===== src/rtl/led_button_ctrl_if.sv =====
// Pin-level bundle between the board buttons/LEDs and the LED controller.
interface led_button_ctrl_if;
    logic       btn1;
    logic       btn2;
    logic       led1;
    logic       led2;
    logic [1:0] led1_mode;
    logic [1:0] led2_mode;

    // Drives the buttons, observes the LEDs (board side / testbench).
    modport master (
        output btn1,
        output btn2,
        input  led1,
        input  led2,
        input  led1_mode,
        input  led2_mode
    );

    // The controller itself.
    modport slave (
        input  btn1,
        input  btn2,
        output led1,
        output led2,
        output led1_mode,
        output led2_mode
    );
endinterface


===== src/rtl/led_button_ctrl.sv =====
// Two-button / two-LED controller: each button is synchronised, debounced and
// edge-detected; every press steps its LED through OFF, ON, slow blink, fast
// blink. Pressing both buttons in the same cycle turns both LEDs off.
module led_button_ctrl #(
    parameter int unsigned DEBOUNCE_CYCLES = 250000,
    parameter int unsigned SLOW_HALF       = 12500000,
    parameter int unsigned FAST_HALF       = 3125000
) (
    input  logic              clk,
    input  logic              rst_n,
    led_button_ctrl_if.slave  pins_io
);

    localparam int unsigned DbW   = (DEBOUNCE_CYCLES > 1) ? $clog2(DEBOUNCE_CYCLES) : 1;
    localparam int unsigned SlowW = (SLOW_HALF > 1) ? $clog2(SLOW_HALF) : 1;
    localparam int unsigned FastW = (FAST_HALF > 1) ? $clog2(FAST_HALF) : 1;

    localparam logic [DbW-1:0]   DbLast   = DbW'(DEBOUNCE_CYCLES - 1);
    localparam logic [SlowW-1:0] SlowLast = SlowW'(SLOW_HALF - 1);
    localparam logic [FastW-1:0] FastLast = FastW'(FAST_HALF - 1);

    typedef enum logic [1:0] {
        ModeOff  = 2'd0,
        ModeOn   = 2'd1,
        ModeSlow = 2'd2,
        ModeFast = 2'd3
    } mode_e;

    // Index 0 is button/LED 1, index 1 is button/LED 2.
    logic [1:0]     btn_raw;
    logic [1:0]     s1_q, s2_q;
    logic [1:0]     db_q, db_d;
    logic [1:0]     db_prev_q;
    logic [1:0]     press_q;
    logic [DbW-1:0] cnt_q [2];
    logic [DbW-1:0] cnt_d [2];

    mode_e          mode_q [2];
    mode_e          mode_d [2];
    logic [1:0]     led_q, led_d;

    logic [SlowW-1:0] slow_cnt_q;
    logic [FastW-1:0] fast_cnt_q;
    logic             ph_slow_q, ph_fast_q;

    assign btn_raw = {pins_io.btn2, pins_io.btn1};

    // Two-flop synchroniser for the asynchronous button pins.
    always_ff @(posedge clk or negedge rst_n) begin
        if (!rst_n) begin
            s1_q <= '0;
            s2_q <= '0;
        end else begin
            s1_q <= btn_raw;
            s2_q <= s1_q;
        end
    end

    // Debounce: accept a new level only after it differs from db for DEBOUNCE_CYCLES cycles.
    always_comb begin
        for (int i = 0; i < 2; i++) begin
            db_d[i]  = db_q[i];
            cnt_d[i] = '0;
            if (s2_q[i] != db_q[i]) begin
                if (cnt_q[i] == DbLast) begin
                    db_d[i] = s2_q[i];
                end else begin
                    cnt_d[i] = cnt_q[i] + 1'b1;
                end
            end
        end
    end

    // Debounce state and registered rising-edge press pulse.
    always_ff @(posedge clk or negedge rst_n) begin
        if (!rst_n) begin
            db_q      <= '0;
            db_prev_q <= '0;
            press_q   <= '0;
            cnt_q[0]  <= '0;
            cnt_q[1]  <= '0;
        end else begin
            db_q      <= db_d;
            db_prev_q <= db_q;
            press_q   <= db_q & ~db_prev_q;
            cnt_q[0]  <= cnt_d[0];
            cnt_q[1]  <= cnt_d[1];
        end
    end

    // Free-running blink phase generators; never restarted by mode changes.
    always_ff @(posedge clk or negedge rst_n) begin
        if (!rst_n) begin
            slow_cnt_q <= '0;
            fast_cnt_q <= '0;
            ph_slow_q  <= 1'b0;
            ph_fast_q  <= 1'b0;
        end else begin
            if (slow_cnt_q == SlowLast) begin
                slow_cnt_q <= '0;
                ph_slow_q  <= ~ph_slow_q;
            end else begin
                slow_cnt_q <= slow_cnt_q + 1'b1;
            end
            if (fast_cnt_q == FastLast) begin
                fast_cnt_q <= '0;
                ph_fast_q  <= ~ph_fast_q;
            end else begin
                fast_cnt_q <= fast_cnt_q + 1'b1;
            end
        end
    end

    // Mode FSM state register.
    always_ff @(posedge clk or negedge rst_n) begin
        if (!rst_n) begin
            mode_q[0] <= ModeOff;
            mode_q[1] <= ModeOff;
        end else begin
            mode_q[0] <= mode_d[0];
            mode_q[1] <= mode_d[1];
        end
    end

    // Mode FSM next state: own press steps the cycle, a shared-cycle press clears both.
    always_comb begin
        for (int i = 0; i < 2; i++) begin
            mode_d[i] = mode_q[i];
            if (&press_q) begin
                mode_d[i] = ModeOff;
            end else if (press_q[i]) begin
                unique case (mode_q[i])
                    ModeOff:  mode_d[i] = ModeOn;
                    ModeOn:   mode_d[i] = ModeSlow;
                    ModeSlow: mode_d[i] = ModeFast;
                    ModeFast: mode_d[i] = ModeOff;
                    default:  mode_d[i] = ModeOff;
                endcase
            end
        end
    end

    // Mode FSM output decode: LED level from mode and blink phase.
    always_comb begin
        for (int i = 0; i < 2; i++) begin
            led_d[i] = 1'b0;
            unique case (mode_q[i])
                ModeOff:  led_d[i] = 1'b0;
                ModeOn:   led_d[i] = 1'b1;
                ModeSlow: led_d[i] = ph_slow_q;
                ModeFast: led_d[i] = ph_fast_q;
                default:  led_d[i] = 1'b0;
            endcase
        end
    end

    // Registered LED drive so the pins are glitch-free.
    always_ff @(posedge clk or negedge rst_n) begin
        if (!rst_n) begin
            led_q <= '0;
        end else begin
            led_q <= led_d;
        end
    end

    assign pins_io.led1      = led_q[0];
    assign pins_io.led2      = led_q[1];
    assign pins_io.led1_mode = mode_q[0];
    assign pins_io.led2_mode = mode_q[1];

endmodule

===== src/flat_wrapper.sv =====
// flat-port wrapper written by rule: the top's interface ports become plain ports
module led_button_ctrl_flat 
#(
    parameter int unsigned DEBOUNCE_CYCLES = 250000,
    parameter int unsigned SLOW_HALF       = 12500000,
    parameter int unsigned FAST_HALF       = 3125000
)
  (clk, rst_n, pins_io_btn1, pins_io_btn2, pins_io_led1, pins_io_led2, pins_io_led1_mode, pins_io_led2_mode);
  led_button_ctrl_if pins_io_i ();
  input  logic clk;
  input  logic rst_n;
  input wire logic [$bits(pins_io_i.btn1)-1:0] pins_io_btn1;
  input wire logic [$bits(pins_io_i.btn2)-1:0] pins_io_btn2;
  output wire logic [$bits(pins_io_i.led1)-1:0] pins_io_led1;
  output wire logic [$bits(pins_io_i.led2)-1:0] pins_io_led2;
  output wire logic [$bits(pins_io_i.led1_mode)-1:0] pins_io_led1_mode;
  output wire logic [$bits(pins_io_i.led2_mode)-1:0] pins_io_led2_mode;
  assign pins_io_i.btn1 = pins_io_btn1;
  assign pins_io_i.btn2 = pins_io_btn2;
  assign pins_io_led1 = pins_io_i.led1;
  assign pins_io_led2 = pins_io_i.led2;
  assign pins_io_led1_mode = pins_io_i.led1_mode;
  assign pins_io_led2_mode = pins_io_i.led2_mode;
  led_button_ctrl #(.DEBOUNCE_CYCLES(DEBOUNCE_CYCLES), .SLOW_HALF(SLOW_HALF), .FAST_HALF(FAST_HALF)) u_core (.clk(clk), .rst_n(rst_n), .pins_io(pins_io_i));
endmodule

===== config.mk =====
export PLATFORM = sky130hd
export DESIGN_NAME = led_button_ctrl_flat
export DESIGN_NICKNAME = d
export VERILOG_FILES = /design/src/rtl/led_button_ctrl_if.sv /design/src/rtl/led_button_ctrl.sv /design/src/flat_wrapper.sv
export SDC_FILE = /design/constraint.sdc
export NUM_CORES = 1
export LEC_CHECK = 0
export ABC_AREA = 1
export CORE_ASPECT_RATIO = 1.2
export CORE_MARGIN = 5
export CORE_UTILIZATION = 50
export DETAILED_ROUTE_END_ITERATION = 7
export PLACE_DENSITY = 0.72
export SYNTH_ARGS = -nofsm -noshare
export SYNTH_HDL_FRONTEND = slang
export SYNTH_SLANG_ARGS = --single-unit
export TNS_END_PERCENT = 1

===== constraint.sdc =====
create_clock -name clk -period 2.8 [get_ports clk]
set_input_delay 0.7 -clock clk [delete_from_list [all_inputs] [get_ports clk]]
set_output_delay 0.7 -clock clk [all_outputs]
set_load 0.005 [all_outputs]

==> Word level (Yosys, flattened, before mapping) <==
Cells that the tools add are included.
{ "classes": {"add_sub_neg": 4, "multipliers": 0, "n_div": 0, "order_cmp": 0, "n_eq_ne": 12, "shifts": 0, "muxes": 14, "bitwise_logic": 4, "reduce_logical": 7} }
{ "ops": {"columns": ["cell", "count"], "rows": [
  ["18-bit two-way mux", 4],
  ["18-bit by 1-bit adder with 18-bit output, second input constant", 2],
  ["18-bit == test, second input constant", 2],
  ["24-bit by 1-bit adder with 24-bit output, second input constant", 1],
  ["24-bit == test, second input constant", 1],
  ["24-bit two-way mux", 1],
  ["22-bit by 1-bit adder with 22-bit output, second input constant", 1],
  ["22-bit == test, second input constant", 1],
  ["22-bit two-way mux", 1],
  ["2-bit case mux with 4 select lines", 2],
  ["2-bit == test, second input constant", 4],
  ["2-bit two-way mux", 4],
  ["1-bit case mux with 4 select lines", 2],
  ["2-bit AND reduction", 3],
  ["2-bit by 1-bit == test with 1-bit output, second input constant", 2],
  ["2-bit logical NOT", 2],
  ["2-bit nonzero test", 2],
  ["2-bit AND", 1],
  ["1-bit != test", 2],
  ["1-bit inverter", 2],
  ["2-bit inverter", 1]
]} }
{ "totals": {"ff_bits": 100, "latchBits": 0, "mem_bits_rw": 0, "rom_bits": 0, "inputBits": 4, "wordCells": 56, "mem_count": 0} }

==> Depth between registers and ports, before layout <==
{ "logic_depth": {"word_depth": 4, "ltp_mapped": 9, "ltp_nobuf": 9} }

==> Worst setup path after synthesis <==
No wires, ideal clock.
{ "synth_timing": {"kind": "reg-to-reg", "start": "register u_core.slow_cnt_q[0]", "end": "register u_core.slow_cnt_q[15]", "setup_time_ns": 0.120, "arrival_ns": 1.238, "path_slack_ns": 1.442, "path_stages_with_launch": 10, "path_cell_list": "dfrtp_1 -> ha_1 -> nand2_1 -> inv_2 -> nand2_1 -> nor2_1 -> nand3_1 -> nor2_1 -> buf_4 -> nor2_1"} }
{ "synth_via": {"elab_chain_len": 2} }
{ "synth_lines": {"columns": ["item", "line", "source"], "rows": [
  ["from (decl)", "led_button_ctrl.sv:42", "logic [SlowW-1:0] slow_cnt_q;"],
  ["from (signal assigned)", "led_button_ctrl.sv:103", "slow_cnt_q <= slow_cnt_q + 1'b1;"],
  ["24-bit by 1-bit adder with 24-bit output / 24-bit == test (equally long branches)", "led_button_ctrl.sv:103, led_button_ctrl.sv:99", null],
  ["24-bit two-way mux *", "led_button_ctrl.sv:99", "if (slow_cnt_q == SlowLast) begin"]
]} }
Mark *: on every way between the ends. The rest lies on a longest branch, timed or not.
A chain may end at the register's enable or synchronous reset.

==> Worst setup path in the final report <==
{ "layout_timing": {"start": "register u_core.mode_q (netlist bit u_core.pins_io.led2_mode[1])", "end": "output port pins_io_led2_mode[1]"} }
{ "layout_lines": {"columns": ["item", "line", "source"], "rows": [
  ["from (decl)", "led_button_ctrl.sv:38", "mode_e mode_q [2];"],
  ["to (decl)", "flat_wrapper.sv:17", "output wire logic [$bits(pins_io_i.led2_mode)-1:0] pins_io_led2_mode;"]
]} }
No word-level cell between the ends.

==> flow_summary.json <==
{
  "drc_errors": 0,
  "antenna_found_initial": 0,
  "overflow": 0,
  "synth_area_sq_um": 5330,
  "r2r_setup_slack_ps": 970,
  "numClockSinks": 100,
  "start_util_pct": 51.0,
  "nFillCells": 1018,
  "hold_violations": 0,
  "htreeDepth": 3,
  "die_h_um": 123,
  "multi_input_area_sq_um": 2520,
  "final_antenna_net_count": 0,
  "p_int_mw": 2.08,
  "regMostFlops": "u_core.cnt_q",
  "endpoint_kind": "primary output",
  "syn_avg_cell_area_sq_um": 7.71,
  "row_count": 41,
  "crit_fanout": 4,
  "cp_slowest_cell": "clkdlybuf4s50_1",
  "drtIter0Drc": 177,
  "slew-limit-headroom_pct": 52.7,
  "drive_gt1_share_pct": 6.69,
  "post-route-min-period_ps": 1960,
  "cts_resized": 0,
  "ys_warn_count": 0,
  "synth_nets": 706,
  "yosysUniqueCellTypes": 30,
  "clk_latency_ps": 340,
  "vias": 4313,
  "area_delta_synth_final_pct": 10.1,
  "ys_seq_area_share_pct": 46.9,
  "p_per_area_nw_per_um2": 452,
  "fin_skew_ps": 5.56,
  "pwr-share-comb_pct": 2.2,
  "start_kind": "register",
  "status": "complete, no violations",
  "place_area_sq_um": 5600,
  "arrival_ps": 1260,
  "cap_violations": 0,
  "postCtsSetupBuffers": 0,
  "portBuffers": 9,
  "slowest_delay_ps": 540,
  "cts_max_path_buffers": 2,
  "routedWlPerCell_um": 12.3,
  "finalCritPeriodShare_pct": 70.0,
  "grt_first_pass_wirelength_mm": 18.8,
  "cp_top_family": "buffers and inverters",
  "largest_reg_flops": 36,
  "drtPass1Iterations": 5,
  "power_switching_mw": 0.580,
  "ys_ff_latch": 100,
  "crit_buf_inv": 1,
  "utilization_pct": 56.1,
  "worstMarginPinSlew_ps": 707,
  "grt_max_degree": 101,
  "ios": 10,
  "fin_hold_ws_ps": 348,
  "slew_violations": 0,
  "finalSetupTns_ps": 0,
  "wl_mm": 10.4,
  "track_usage_pct": 17.6,
  "netSwitchingFraction_pct": 21.8,
  "p_seq_share_pct": 55.0,
  "p_leak_nw": 2.68,
  "dp_hpwl_mm": 7.69,
  "seq_area_sq_um": 2500,
  "die_w_um": 104,
  "rsz0062_at_grt": "false",
  "crit_required_ps": 2100,
  "hold_buffers": 0,
  "fin_area_sq_um": 5870,
  "peakVddDrop_mv": 0.336,
  "worstPathCellList": "clkdlybuf4s50_1",
  "core_sq_um": 10500,
  "critical_path_class": "reg2out",
  "die_area_sq_um": 12800,
  "clk_pin_slew_ps": 60,
  "antenna_cells": 0,
  "min_path_type": "reg2reg",
  "top_regs": "u_core.cnt_q x36, u_core.slow_cnt_q x24, u_core.fast_cnt_q x22",
  "synth_cells": 692,
  "fin_nets": 727,
  "grt_pass1_vias": 4368,
  "clockPowerShare_pct": 42.8,
  "cts_root_buf": "clkbuf_16",
  "max_freq_mhz": 510,
  "cts_tree": "built",
  "vias_per_cell": 5.09,
  "setup_viol": 0,
  "routabilityCongestion": 0.880,
  "cts-buffers-inserted": 9
}
area by class of cell:
| cell class | count | area share, % |
|---|---|---|
| flip-flops and latches | 100 | 42.6 |
| repair buffers | 11 | 1.96 |
| clock inverters | 5 | 0.660 |
| well taps | 129 | 2.75 |
| clock buffers | 11 | 3.96 |
| inverters | 81 | 5.18 |
| multi-input cells | 510 | 42.9 |
placed cells by master (no fill, tap or decap), drive strengths merged, types with 9 or more instances in the layout:
cell type  netlist  layout
xnor2            9       9
nand3           40      40
xor2            28      28
nand2          172     172
a21oi           11      11
clkbuf           0      11
dfrtp          100     100
inv             81      81
nor3            14      14
ha              10      10
nand4           21      21
nor2           183     183
cells in the mapped netlist (all sizes together):
cell type  count  area (sq um)
nand4         21           131
nor3b          3          22.5
o21bai         2          15.0
a31oi          1          6.26
buf            1          7.51
nand3b         1          7.51
a22oi          2          15.0
xor2          28           245
a21oi         11          55.1
nor2         183           771
o21ai          7          35.0
dfrtp        100          2500
xnor2          9          78.8
inv           81           304
and2           2          12.5
ha            10           125
nor3          14          91.3
nand2        172           678
o22ai          4          25.0
nand3         40           205
layer usage:
layer | part of all wire, % | global-route usage (%) | wire length, um
met3 | 3.3 | 3.71 | 343
met1 | 45 | 21.2 | 4730
met2 | 50 | 31.0 | 5210
met5 | 0 | 0 | 0
met4 | 1.4 | 7.21 | 151
kinds of logic after synthesis:
logic type,share of synthesized area [%]
adders and majority gates,2.35
AOI/OAI and AO/OA,2.84
and+or+nand+nor,36.0
xor gates and xnor gates,6.08
DFF,46.9
buffers and inverters,5.84
power by group through the flow:
| stage | sequential (mW) | clock [mW] | combinational, mW |
|---|---|---|---|
| global route | 1.46 | 1.24 | 0.0711 |
| finish | 1.46 | 1.14 | 0.0586 |
| global placement | 1.49 | 0 | 0.0603 |
| detailed placement | 1.49 | 0 | 0.0623 |
| CTS | 1.46 | 1.17 | 0.0622 |
| floorplan | 1.49 | 0 | 0.0188 |
stage by stage:
step / instances / setup WS, ps / power [mW]
6_report: 847 / 840 / 2.65
5_1_grt: 847 / 765 / 2.77
4_1_cts: 847 / 804 / 2.70
3_5_place_dp: 831 / 976 / 1.55
3_3_place_gp: 831 / 1030 / 1.55
2_1_floorplan: 692 / 1440 / 1.51
worst paths after layout:
kind	start	to	depth (start not counted)
worst min-delay path	u_core.s1_q[1]	u_core.s2_q[1]	0
worst max register to register	u_core.slow_cnt_q[0]	u_core.slow_cnt_q[18]	8
max in group asynchronous	rst_n	u_core.fast_cnt_q[8]	2
worst min register to register	u_core.s1_q[1]	u_core.s2_q[1]	0
min in group asynchronous	rst_n	u_core.slow_cnt_q[9]	2
worst max-delay path	u_core.pins_io.led2_mode[1]	pins_io_led2_mode[1]	1
Note: power is estimated with default switching activity, not from simulation.
